<file path="src/rtl/mcpu_pkg.sv">
// Shared encodings for the multi-cycle MIPS-subset control sequencer:
// FSM states, MIPS opcode/funct fields, ALU ops and datapath mux selects.
package mcpu_pkg;

   localparam logic [2:0] S_FETCH  = 3'd0;
   localparam logic [2:0] S_DECODE = 3'd1;
   localparam logic [2:0] S_EXEC   = 3'd2;
   localparam logic [2:0] S_MEM    = 3'd3;
   localparam logic [2:0] S_WB     = 3'd4;

   localparam logic [5:0] OP_RTYPE = 6'h00;
   localparam logic [5:0] OP_J     = 6'h02;
   localparam logic [5:0] OP_JAL   = 6'h03;
   localparam logic [5:0] OP_BEQ   = 6'h04;
   localparam logic [5:0] OP_BNE   = 6'h05;
   localparam logic [5:0] OP_ADDIU = 6'h09;
   localparam logic [5:0] OP_ANDI  = 6'h0C;
   localparam logic [5:0] OP_ORI   = 6'h0D;
   localparam logic [5:0] OP_LUI   = 6'h0F;
   localparam logic [5:0] OP_LW    = 6'h23;
   localparam logic [5:0] OP_SW    = 6'h2B;

   localparam logic [5:0] FN_SLL  = 6'h00;
   localparam logic [5:0] FN_SRL  = 6'h02;
   localparam logic [5:0] FN_JR   = 6'h08;
   localparam logic [5:0] FN_ADDU = 6'h21;
   localparam logic [5:0] FN_SUBU = 6'h23;
   localparam logic [5:0] FN_AND  = 6'h24;
   localparam logic [5:0] FN_OR   = 6'h25;
   localparam logic [5:0] FN_SLT  = 6'h2A;

   localparam logic [3:0] ALU_ADD = 4'd0;
   localparam logic [3:0] ALU_SUB = 4'd1;
   localparam logic [3:0] ALU_AND = 4'd2;
   localparam logic [3:0] ALU_OR  = 4'd3;
   localparam logic [3:0] ALU_SLT = 4'd4;
   localparam logic [3:0] ALU_SLL = 4'd5;
   localparam logic [3:0] ALU_SRL = 4'd6;

   localparam logic [1:0] ADDR_PC4 = 2'b00;
   localparam logic [1:0] ADDR_BR  = 2'b01;
   localparam logic [1:0] ADDR_JMP = 2'b10;
   localparam logic [1:0] ADDR_RS  = 2'b11;

   localparam logic [1:0] EXT_ZERO = 2'b00;
   localparam logic [1:0] EXT_SIGN = 2'b01;
   localparam logic [1:0] EXT_LUI  = 2'b10;

   typedef enum logic [2:0] {
      C_ALU, C_LW, C_SW, C_BEQ, C_BNE, C_J, C_JR, C_JAL
   } iclass_e;

   typedef struct packed {
      logic       legal;
      iclass_e    iclass;
      logic       rtype;
      logic       alu_src;
      logic [1:0] ext_op;
      logic       shamt;
      logic [3:0] alu_op;
   } dec_t;

endpackage

</file>
<file path="src/rtl/mcpu_decode.sv">
// Combinational instruction decoder: classifies the IR word and derives the
// ALU controls used while the instruction is in flight.
module mcpu_decode
   import mcpu_pkg::*;
(
   input  logic [31:0] instr,
   output dec_t        dec
);

   logic [5:0] op;
   logic [5:0] fn;
   logic       unused_fields;

   assign op = instr[31:26];
   assign fn = instr[5:0];
   assign unused_fields = ^instr[25:6];

   always_comb begin
      dec.legal   = 1'b1;
      dec.iclass  = C_ALU;
      dec.rtype   = 1'b0;
      dec.alu_src = 1'b0;
      dec.ext_op  = EXT_ZERO;
      dec.shamt   = 1'b0;
      dec.alu_op  = ALU_ADD;
      case (op)
         OP_RTYPE: begin
            dec.rtype = 1'b1;
            case (fn)
               FN_ADDU: dec.alu_op = ALU_ADD;
               FN_SUBU: dec.alu_op = ALU_SUB;
               FN_AND:  dec.alu_op = ALU_AND;
               FN_OR:   dec.alu_op = ALU_OR;
               FN_SLT:  dec.alu_op = ALU_SLT;
               FN_SLL: begin
                  dec.alu_op = ALU_SLL;
                  dec.shamt  = 1'b1;
               end
               FN_SRL: begin
                  dec.alu_op = ALU_SRL;
                  dec.shamt  = 1'b1;
               end
               FN_JR:   dec.iclass = C_JR;
               default: dec.legal = 1'b0;
            endcase
         end
         OP_ADDIU: begin
            dec.alu_src = 1'b1;
            dec.ext_op  = EXT_SIGN;
         end
         OP_ANDI: begin
            dec.alu_src = 1'b1;
            dec.alu_op  = ALU_AND;
         end
         OP_ORI: begin
            dec.alu_src = 1'b1;
            dec.alu_op  = ALU_OR;
         end
         // lui is built as rs | (imm << 16)
         OP_LUI: begin
            dec.alu_src = 1'b1;
            dec.ext_op  = EXT_LUI;
            dec.alu_op  = ALU_OR;
         end
         OP_LW: begin
            dec.iclass  = C_LW;
            dec.alu_src = 1'b1;
            dec.ext_op  = EXT_SIGN;
         end
         OP_SW: begin
            dec.iclass  = C_SW;
            dec.alu_src = 1'b1;
            dec.ext_op  = EXT_SIGN;
         end
         OP_BEQ: begin
            dec.iclass = C_BEQ;
            dec.ext_op = EXT_SIGN;
            dec.alu_op = ALU_SUB;
         end
         OP_BNE: begin
            dec.iclass = C_BNE;
            dec.ext_op = EXT_SIGN;
            dec.alu_op = ALU_SUB;
         end
         OP_J:    dec.iclass = C_J;
         OP_JAL:  dec.iclass = C_JAL;
         default: dec.legal = 1'b0;
      endcase
   end

endmodule

</file>
<file path="src/rtl/mcpu_ctrl.sv">
// Multi-cycle control sequencer for the MIPS-subset datapath, with
// data-memory ready stall and a retired-instruction counter.
//
// state    | meaning
// ---------+-------------------------------------------------------
// S_FETCH  | load IR, PC <= PC+4
// S_DECODE | classify IR; illegal -> pulse illegal, back to FETCH
// S_EXEC   | ALU operation; branches/jumps resolve PC here
// S_MEM    | lw/sw strobe held until mem_ready
// S_WB     | register file write-back
module mcpu_ctrl
   import mcpu_pkg::*;
#(
   parameter int          CNT_W    = 32,
   parameter int unsigned LINK_REG = 31
) (
   input  logic             clk,
   input  logic             rst,
   input  logic [31:0]      instr,
   input  logic             zero,
   input  logic             mem_ready,
   output logic             PCWrite,
   output logic             IRWrite,
   output logic             RegDst,
   output logic             MemRead,
   output logic             MemtoReg,
   output logic             MemWrite,
   output logic             ALUSrc,
   output logic             RegWrite,
   output logic             Link,
   output logic             Shamt,
   output logic [1:0]       AddrSrc,
   output logic [1:0]       EXTOp,
   output logic [3:0]       opcode,
   output logic [4:0]       link_rd,
   output logic             illegal,
   output logic [CNT_W-1:0] retired
);

   logic [2:0]       state_q, state_d;
   logic [CNT_W-1:0] retired_q, retired_d;
   logic             retire;
   dec_t             dec;

   mcpu_decode u_decode (
      .instr (instr),
      .dec   (dec)
   );

   always_comb begin
      state_d = state_q;
      retire  = 1'b0;
      case (state_q)
         S_FETCH:  state_d = S_DECODE;
         S_DECODE: state_d = dec.legal ? S_EXEC : S_FETCH;
         S_EXEC: begin
            case (dec.iclass)
               C_BEQ, C_BNE, C_J, C_JR: begin
                  state_d = S_FETCH;
                  retire  = 1'b1;
               end
               C_LW, C_SW: state_d = S_MEM;
               default:    state_d = S_WB;
            endcase
         end
         S_MEM: begin
            if (mem_ready) begin
               if (dec.iclass == C_SW) begin
                  state_d = S_FETCH;
                  retire  = 1'b1;
               end else begin
                  state_d = S_WB;
               end
            end
         end
         S_WB: begin
            state_d = S_FETCH;
            retire  = 1'b1;
         end
         default: state_d = S_FETCH;
      endcase
      retired_d = retired_q + {{(CNT_W-1){1'b0}}, retire};
   end

   always_ff @(posedge clk) begin
      if (!rst) begin
         state_q   <= S_FETCH;
         retired_q <= '0;
      end else begin
         state_q   <= state_d;
         retired_q <= retired_d;
      end
   end

   always_comb begin
      PCWrite  = 1'b0;
      IRWrite  = 1'b0;
      RegDst   = 1'b0;
      MemRead  = 1'b0;
      MemtoReg = 1'b0;
      MemWrite = 1'b0;
      ALUSrc   = 1'b0;
      RegWrite = 1'b0;
      Link     = 1'b0;
      Shamt    = 1'b0;
      AddrSrc  = ADDR_PC4;
      EXTOp    = EXT_ZERO;
      opcode   = ALU_ADD;
      illegal  = 1'b0;
      // ALU controls stay up through MEM/WB so the ALU result feeding the
      // memory address or write-back data is stable without an ALUOut latch.
      if (state_q == S_EXEC || state_q == S_MEM || state_q == S_WB) begin
         ALUSrc = dec.alu_src;
         EXTOp  = dec.ext_op;
         Shamt  = dec.shamt;
         opcode = dec.alu_op;
      end
      case (state_q)
         S_FETCH: begin
            IRWrite = 1'b1;
            PCWrite = 1'b1;
         end
         S_DECODE: illegal = ~dec.legal;
         S_EXEC: begin
            case (dec.iclass)
               C_BEQ: begin
                  PCWrite = zero;
                  AddrSrc = ADDR_BR;
               end
               C_BNE: begin
                  PCWrite = ~zero;
                  AddrSrc = ADDR_BR;
               end
               C_J, C_JAL: begin
                  PCWrite = 1'b1;
                  AddrSrc = ADDR_JMP;
               end
               C_JR: begin
                  PCWrite = 1'b1;
                  AddrSrc = ADDR_RS;
               end
               default: ;
            endcase
         end
         S_MEM: begin
            MemRead  = (dec.iclass == C_LW);
            MemWrite = (dec.iclass == C_SW);
         end
         S_WB: begin
            RegWrite = 1'b1;
            RegDst   = dec.rtype;
            MemtoReg = (dec.iclass == C_LW);
            Link     = (dec.iclass == C_JAL);
         end
         default: ;
      endcase
   end

   assign link_rd = 5'(LINK_REG);
   assign retired = retired_q;

endmodule
</file>
<file path="config.mk">
export PLATFORM = sky130hd
export DESIGN_NAME = mcpu_ctrl
export DESIGN_NICKNAME = d
export VERILOG_FILES = /design/src/rtl/mcpu_pkg.sv /design/src/rtl/mcpu_decode.sv /design/src/rtl/mcpu_ctrl.sv
export SDC_FILE = /design/constraint.sdc
export NUM_CORES = 1
export LEC_CHECK = 0
export ABC_AREA = 1
export CAP_MARGIN = 15
export CELL_PAD_IN_SITES_DETAIL_PLACEMENT = 0
export CELL_PAD_IN_SITES_GLOBAL_PLACEMENT = 1
export CORE_AREA = 4 4 92 94
export DETAILED_ROUTE_END_ITERATION = 6
export DIE_AREA = 0 0 96 98
export HOLD_SLACK_MARGIN = 0.08
export PLACE_DENSITY_LB_ADDON = 0.1
export SLEW_MARGIN = 20
export SYNTH_ARGS = -nofsm -noshare
export SYNTH_HDL_FRONTEND = slang
export SYNTH_SLANG_ARGS = --single-unit
</file>
<file path="constraint.sdc">
create_clock -name clk -period 4.55 [get_ports clk]
set_input_delay 1.365 -clock clk [delete_from_list [all_inputs] [get_ports clk]]
set_output_delay 1.365 -clock clk [all_outputs]
set_load 0.02 [all_outputs]
</file>
==> metrics.txt <==
skew final 1.74 ps; FF-to-FF path depth 17; # IOs 92; # clock sinks 35; Post-synth EDFFs 0; f_max between 200 and 250 MHz; post-synth top area share between 20% and 30%; xor/xnor share of the synthesized area less than 1%; Worst Tran Pin Value roughly 890 ps; critical path class in2out; Hold-fix buffers, CTS 0; CTS root buf clkbuf_8; crit end category output port; Final Hold Viols 0; mux contribution to synthesized area 0%; Cell variety after synth 37; CTS tree built; LEAKAGE around 1.5 nW; GRT overflow 0; Worst slew margin about 40%; core area ~0.0076 mm2; FILL cells a little over 800; FP Rows 32; endpoints failing setup 0; RSZ-0062 raised after global routing yes; largest family of logic cells by synthesized area simple AND/OR/NAND/NOR gates; status completed; Worst Setup SP instr[26]; 1st-iter DRT viols 80; worst-path fanout max 4; Synth-to-Final Area Change 44.0%; global placement routability congestion approximately 0.85; R2R Setup Slk 1930 ps; Initial Util between 30% and 40%; most common flop cell mapped by yosys dfxtp_1; DRC viols 0; post-route insts no fill roughly 590; Max Slew Vio Count 0; post-synth top area cell dfxtp_1; die area 0.00941 mm2; pin count of the biggest net entering global routing 25; sequential area share after synthesis between 20% and 30%; Worst EP arrival slightly above 3000 ps; Tmin final 4390 ps; htree depth 2; Post-Route Utilization 45.2%; simple-gate area share of the yosys netlist 46.0%; Antenna diodes 0; first-pass GRT wire length approximately 12 mm; Synth Cell Area around 0.0024 mm2; post-synthesis adder-cell area fraction under 10%; worst vdd ir 0.000101 V; CTS clock-pin slew for the worst setup and hold paths ~70 ps; Max Buffers Root-to-Sink 2; top cells by area, synth dfxtp_1, nand2_1, nor2_1; wire length per cell ~12 um; Worst R2R End retired[21]; Final ANT Viol Nets 0; die height slightly below 100 um; crit path to opcode[1]; Tcrit/Tclk final between 90 and 100%; Post-synth top cells nand2_1, nor2_1, inv_1, dfxtp_1, nand3_1; vias in the first global route between 2000 and 3000; Avg Cell Area, Syn about 6.1 um2; CTS Buf Count 5; synth warn 0; worst hold path class reg2reg; worst flop-to-flop path startpoint state_q[2]; Inst Count DP 587; TritonRoute pass-1 iters 6; placed wire-length estimate ~6 mm; Max-Cap Viols 0; PwrDens between 150 and 200 mW/mm2; Vias between 2000 and 3000; clk_lat worst skew ~280 ps; WP data required roughly 3200 ps; most common cell in the netlist nand2_1; initial antenna violation count 0; # nets final 530; Final Instance Area ~0.0035 mm2; CP startpoint kind primary input; ys async rst share 0%; DRT Wirelength around 7.2 mm; Port Buffer Count 65; Synth Instances 391; HP Start retired[31]; vias per inst about 4.5; Die Wd 96 um; Synth Area in Compound Gates 11.3%; synthesized flop and latch total 35; layout cell share with drive strength beyond 1 about an eighth; gr usage total approximately 16%; DP Area 0.00339 mm2
[final cells by class]
class,instances,area [um2],share of cell area [%]
Multi-Input combinational cell,290,1440,41.7
Clock buffer,6,72.6,2.10
Tap cell,102,128,3.69
Sequential cell,35,701,20.3
Inverter,61,229,6.62
Timing Repair Buffer,99,886,25.6
[state kept, by name, summed over array words and instances (netlist names)]
register	cells
retired	32
state_q	3
[critical path: stages]
cell	delay [ps]
clkdlybuf4s50_1	470
nor2_1	240
nand3_2	120
buf_4	160
a21oi_1	90
o21ai_0	90
nand3_1	70
nand2_1	50
inv_1	40
dlygate4sd2_1	320
[how the worst min path moves through the flow]
stage / endpoint / slack (ps) / cells after the start
after detailed placement: retired[31] / 470 / 2
after CTS: retired[31] / 480 / 2
after floorplan: state_q[2] / 540 / 3
after global placement: retired[31] / 460 / 2
final: retired[31] / 470 / 2
after global routing: retired[31] / 510 / 2
[cell usage in the layout, fill, tap and decap left out, types with 3 or more instances in the layout]
cell and n:
nor3b_1 3, nand4_1 7, dlygate4sd2_1 12, o21ai_0 12
nor4_1 3, buf_4 34, nand3b_1 5, dfxtp_1 35
conb_1 6, clkdlybuf4s50_1 49, nor2_2 6, o21ai_1 3
nand2_2 3, nor3_4 4, nor2_1 59, nand2_1 85
inv_1 60, clkbuf_8 5, nand3_1 29, a21oi_1 28
or2_0 6, nor3_1 12
[stage by stage]
stage | hold WS (ps) | total power (W) | setup WS (ps) | setup TNS, ps
after floorplan | 535 | 0.000357 | 726 | 0
after global placement | 459 | 0.000397 | -246 | -2500
after detailed placement | 468 | 0.000397 | -210 | -2230
after CTS | 478 | 0.000603 | 90.3 | 0
after global routing | 506 | 0.000623 | -45.1 | -45.1
final | 473 | 0.000596 | 155 | 0
[timing repair]
action                                  CTS  global route
pin swaps                                 0             0
gates resized for setup                  17             6
endpoints found under the setup margin   14             5
setup buffers                             0             0
[metal layers]
| metal | track usage [%] | vias to the layer above | routed length, um |
|---|---|---|---|
| met1 | 19.8 | 1175 | 3290 |
| met2 | 27.4 | 62 | 3550 |
| li1 | - | 1451 | - |
| met3 | 2.70 | 9 | 278 |
| met5 | 0 | - | 0 |
| met4 | 5.25 | 0 | 115 |
[where the power goes]
part / total, W / internal [W] / switching (W)
logic: 0.0000808 / 0.0000354 / 0.0000454
clock network: 0.000206 / 0.000102 / 0.000104
registers: 0.000309 / 0.000308 / 0.00000106
[cell families (layout without fill, tap and decap cells)]
logic type / after synthesis / after routing
xor gates and xnor gates: 1 / 1
buffers and inverters: 70 / 166
other: 2 / 6
adders and majority gates: 2 / 2
DFF: 35 / 35
AOI/OAI and AO/OA: 50 / 50
and+or+nand+nor: 231 / 231
Note: power is estimated with default switching activity, not from simulation.
==> RTL edit 1: new RTL, same flow settings <==
The parameter `CNT_W` goes from 32 to 36.
--- a/src/rtl/mcpu_ctrl.sv
+++ b/src/rtl/mcpu_ctrl.sv
@@ -13,3 +13,3 @@
 #(
-   parameter int          CNT_W    = 32,
+   parameter int          CNT_W    = 36,
    parameter int unsigned LINK_REG = 31
Interface: changed (resized retired); port bits go from 92 to 96. The function was not compared with the original's and may differ.
==> RTL edit 1 against the original RTL <==
Routed wire length is 11% higher. Power is 7.8% higher. Synthesized area is 8.3% higher. Sequential cell count is 4 higher. Cell area is 5.2% higher. Critical path depth is 1 lower. Highest routed layer unchanged. Setup slack worse by 0.045 ns.
==> RTL edit 1: results <==
export IMPL_outcome="completed"
export IMPL_vias_per_cell=4.65
export IMPL_worst_slack_ns=0.110
export IMPL_p_leak_nw=1.48
export IMPL_n_all_inverters=59
export IMPL_place_area_um2=3560
export IMPL_critPathMaxFanout=3
export IMPL_fin_cells=625
export IMPL_synth_avg_cell_area_um2=6.07
export IMPL_cts_resized_gates=10
export IMPL_hold_path_end="retired[35]$_SDFF_PN0_"
export IMPL_seq_share=0.215
export IMPL_multi_input_area_share=0.429
export IMPL_crit_arrival_ns=3.07
export IMPL_max_slew_worst_pin_slew_ns=0.682
export IMPL_dr_wl_met3_um=461
export IMPL_ys_top_cells_by_count="nand2_1, nor2_1, inv_1"
export IMPL_wl_met2_mm=3.46
export IMPL_port_buffers=69
export IMPL_place_inst=619
export IMPL_grt_usage=0.178
export IMPL_grtUsageMet1=0.270
export IMPL_synth_compound_area_share=0.0876
export IMPL_wl_met1_mm=4.06
export IMPL_grt_max_degree=20
export IMPL_synth_xor_area_frac=0.0269
export IMPL_largest_reg_flops=36
export IMPL_hp_start="retired[35]$_SDFF_PN0_"
export IMPL_worstSetupEndpoint="EXTOp[0]"
export IMPL_drive_gt1_frac=0.119
export IMPL_grt_pass1_wl_mm=13.2
export IMPL_buffers=94
-- RTL edit 1: changes by cell type in the layout (fill, tap and decap cells not counted), moves of 5 or more --
cell           before  now
buf_4              34   25
o21ai_0            12    5
nand2_1            85  106
or2_2               2    9
xor2_1              1    6
nor2_1             59   66
dlygate4sd2_1      12    7
-- RTL edit 1: stage by stage --
step                hold slack (ns)   util  TNS [ns]
global placement              0.470  0.466     -1.20
finish                        0.485  0.475         0
detailed placement            0.474  0.466     -1.24
global route                  0.524  0.475         0
CTS                           0.484  0.474         0
floorplan                     0.534      -         0
-- RTL edit 1: critical path: stages --
cell and delay (ns):
clkdlybuf4s50_1 0.42, or2_2 0.32, nor2_4 0.09, buf_4 0.12, nand2_1 0.06, nand2_1 0.12, inv_1 0.07, a31oi_1 0.19
clkdlybuf4s15_1 0.33
-- RTL edit 1: power by group --
group	total, W	switching [W]	internal, W
sequential	0.000343	0.00000106	0.000342
clock	0.000223	0.000120	0.000102
combinational	0.0000759	0.0000436	0.0000323
==> RTL edit 2: new RTL, same flow settings <==
Without the edit above. Reset style: asynchronous (`rst`), changed in one clocked block.
--- a/src/rtl/mcpu_ctrl.sv
+++ b/src/rtl/mcpu_ctrl.sv
@@ -84,3 +84,3 @@
 
-   always_ff @(posedge clk) begin
+   always_ff @(posedge clk or negedge rst) begin
       if (!rst) begin
Check against the original RTL: differs if rst is asserted again (counterexample within 4 cycles, from zero or initial values and one cycle with rst low); with rst held inactive, the same outputs for 10 cycles.
==> RTL edit 2 against the original RTL <==
Synthesized area increased by 0.21%. First-iteration DRC count is 1.3% higher. Worst hold slack improved by 0.018 ns. Register-to-register slack gained 0.13 ns. Setup slack worse by 0.084 ns. Critical path depth unchanged. Routed wire length down 8.3%. Sequential share of layout area grew 5.3 points. Sequential cell count did not move. Cell area shrank 0.80%. Non-clock buffer count fell by 5. Highest routed layer unchanged.
Power is not compared: it rests on default switching activity, and its combinational part moved more than twofold at a synthesized area within 25%.
==> RTL edit 2: results <==
export IMPL_reg2reg_depth=12
export IMPL_outcome="completed"
export IMPL_synthAdderAreaFrac=0.0104
export IMPL_synth_flop_cell="dfrtp_1"
export IMPL_wl_met2_mm=2.84
export IMPL_place_area_um2=3360
export IMPL_async_flop_share=1.00
export IMPL_relSlewSlack=0.473
export IMPL_drive_gt1_frac=0.168
export IMPL_crit_arrival_ns=3.11
export IMPL_grt_pass1_wl_mm=10.9
export IMPL_synth_compound_area_share=0.0296
export IMPL_grtUsageMet2=0.206
export IMPL_netlist_instances=324
export IMPL_synth_xor_area_frac=0.109
export IMPL_seq_area_frac_synth=0.364
export IMPL_critPathMaxStageDelay_ns=0.60
export IMPL_dr_wl_met3_um=402
export IMPL_fin_cells=525
export IMPL_multiInputGateArea_um2=1340
export IMPL_vias_per_cell=4.46
export IMPL_grt_util_met3=0.0416
export IMPL_r2r_end="retired[30]$_DFF_PN0_"
export IMPL_whs_ns=0.491
export IMPL_grt_usage=0.147
export IMPL_routabilityCongestion=0.855
export IMPL_synth_area_leaders="dfrtp_1, nand2_1, xor2_1"
export IMPL_drt_initial_drc_count=81
export IMPL_cts_resized_gates=13
export IMPL_r2r_start="state_q[2]$_DFFE_PN0P_"
export IMPL_grt_max_degree=36
export IMPL_wl_met1_mm=3.37
export IMPL_hp_start="retired[28]$_DFF_PN0_"
export IMPL_hpwl_mm=5.45
RTL edit 2: cell types whose count changed in the layout (fill, tap and decap cells not counted), sizes merged, moves of 4 or more:
cell,before,now
nor3b,5,1
xor2,1,22
nand3b,5,0
or2,8,1
nor2,66,54
a21oi,28,5
nand2,88,78
dfrtp,0,35
dfxtp,35,0
buf,34,30
dlygate4sd2,12,6
o21ai,15,5
inv,61,44
xnor2,0,8
RTL edit 2: final cells by class:
| type | instances | area share |
|---|---|---|
| Sequential cell | 35 | 0.255 |
| Clock buffer | 6 | 0.0241 |
| Inverter | 44 | 0.0482 |
| Tap cell | 102 | 0.0372 |
| Timing Repair Buffer | 94 | 0.243 |
| Multi-Input combinational cell | 243 | 0.391 |
| Clock inverter | 1 | 0.00146 |
RTL edit 2: report_power, final:
part | leakage, nW | switching (W) | internal, W | total, W
Combinational | 1.28 | 0.000138 | 0.000100 | 0.000238
Clock | 0.0470 | 0.000111 | 0.000119 | 0.000230
Sequential | 0.449 | 0.0000299 | 0.000336 | 0.000366
Total | 1.77 | 0.000279 | 0.000555 | 0.000834
RTL edit 2: per-stage QoR:
stage	setup TNS [ns]	worst slack, ns
finish	0	0.0714
global route	-0.121	-0.0546
CTS	0	0.0394
detailed placement	-1.65	-0.221
global placement	-1.85	-0.232
floorplan	0	0.672
RTL edit 2: how the worst max path moves through the flow:
| stage | from | to | slack (ns) | cells after the start |
|---|---|---|---|---|
| after global placement | instr[27] | Link | -0.23 | 9 |
| final | instr[5] | opcode[2] | 0.07 | 10 |
| after CTS | instr[27] | opcode[2] | 0.04 | 8 |
| after global routing | instr[26] | opcode[2] | -0.05 | 8 |
| after detailed placement | instr[27] | Link | -0.22 | 9 |
| after floorplan | instr[29] | Link | 0.67 | 7 |
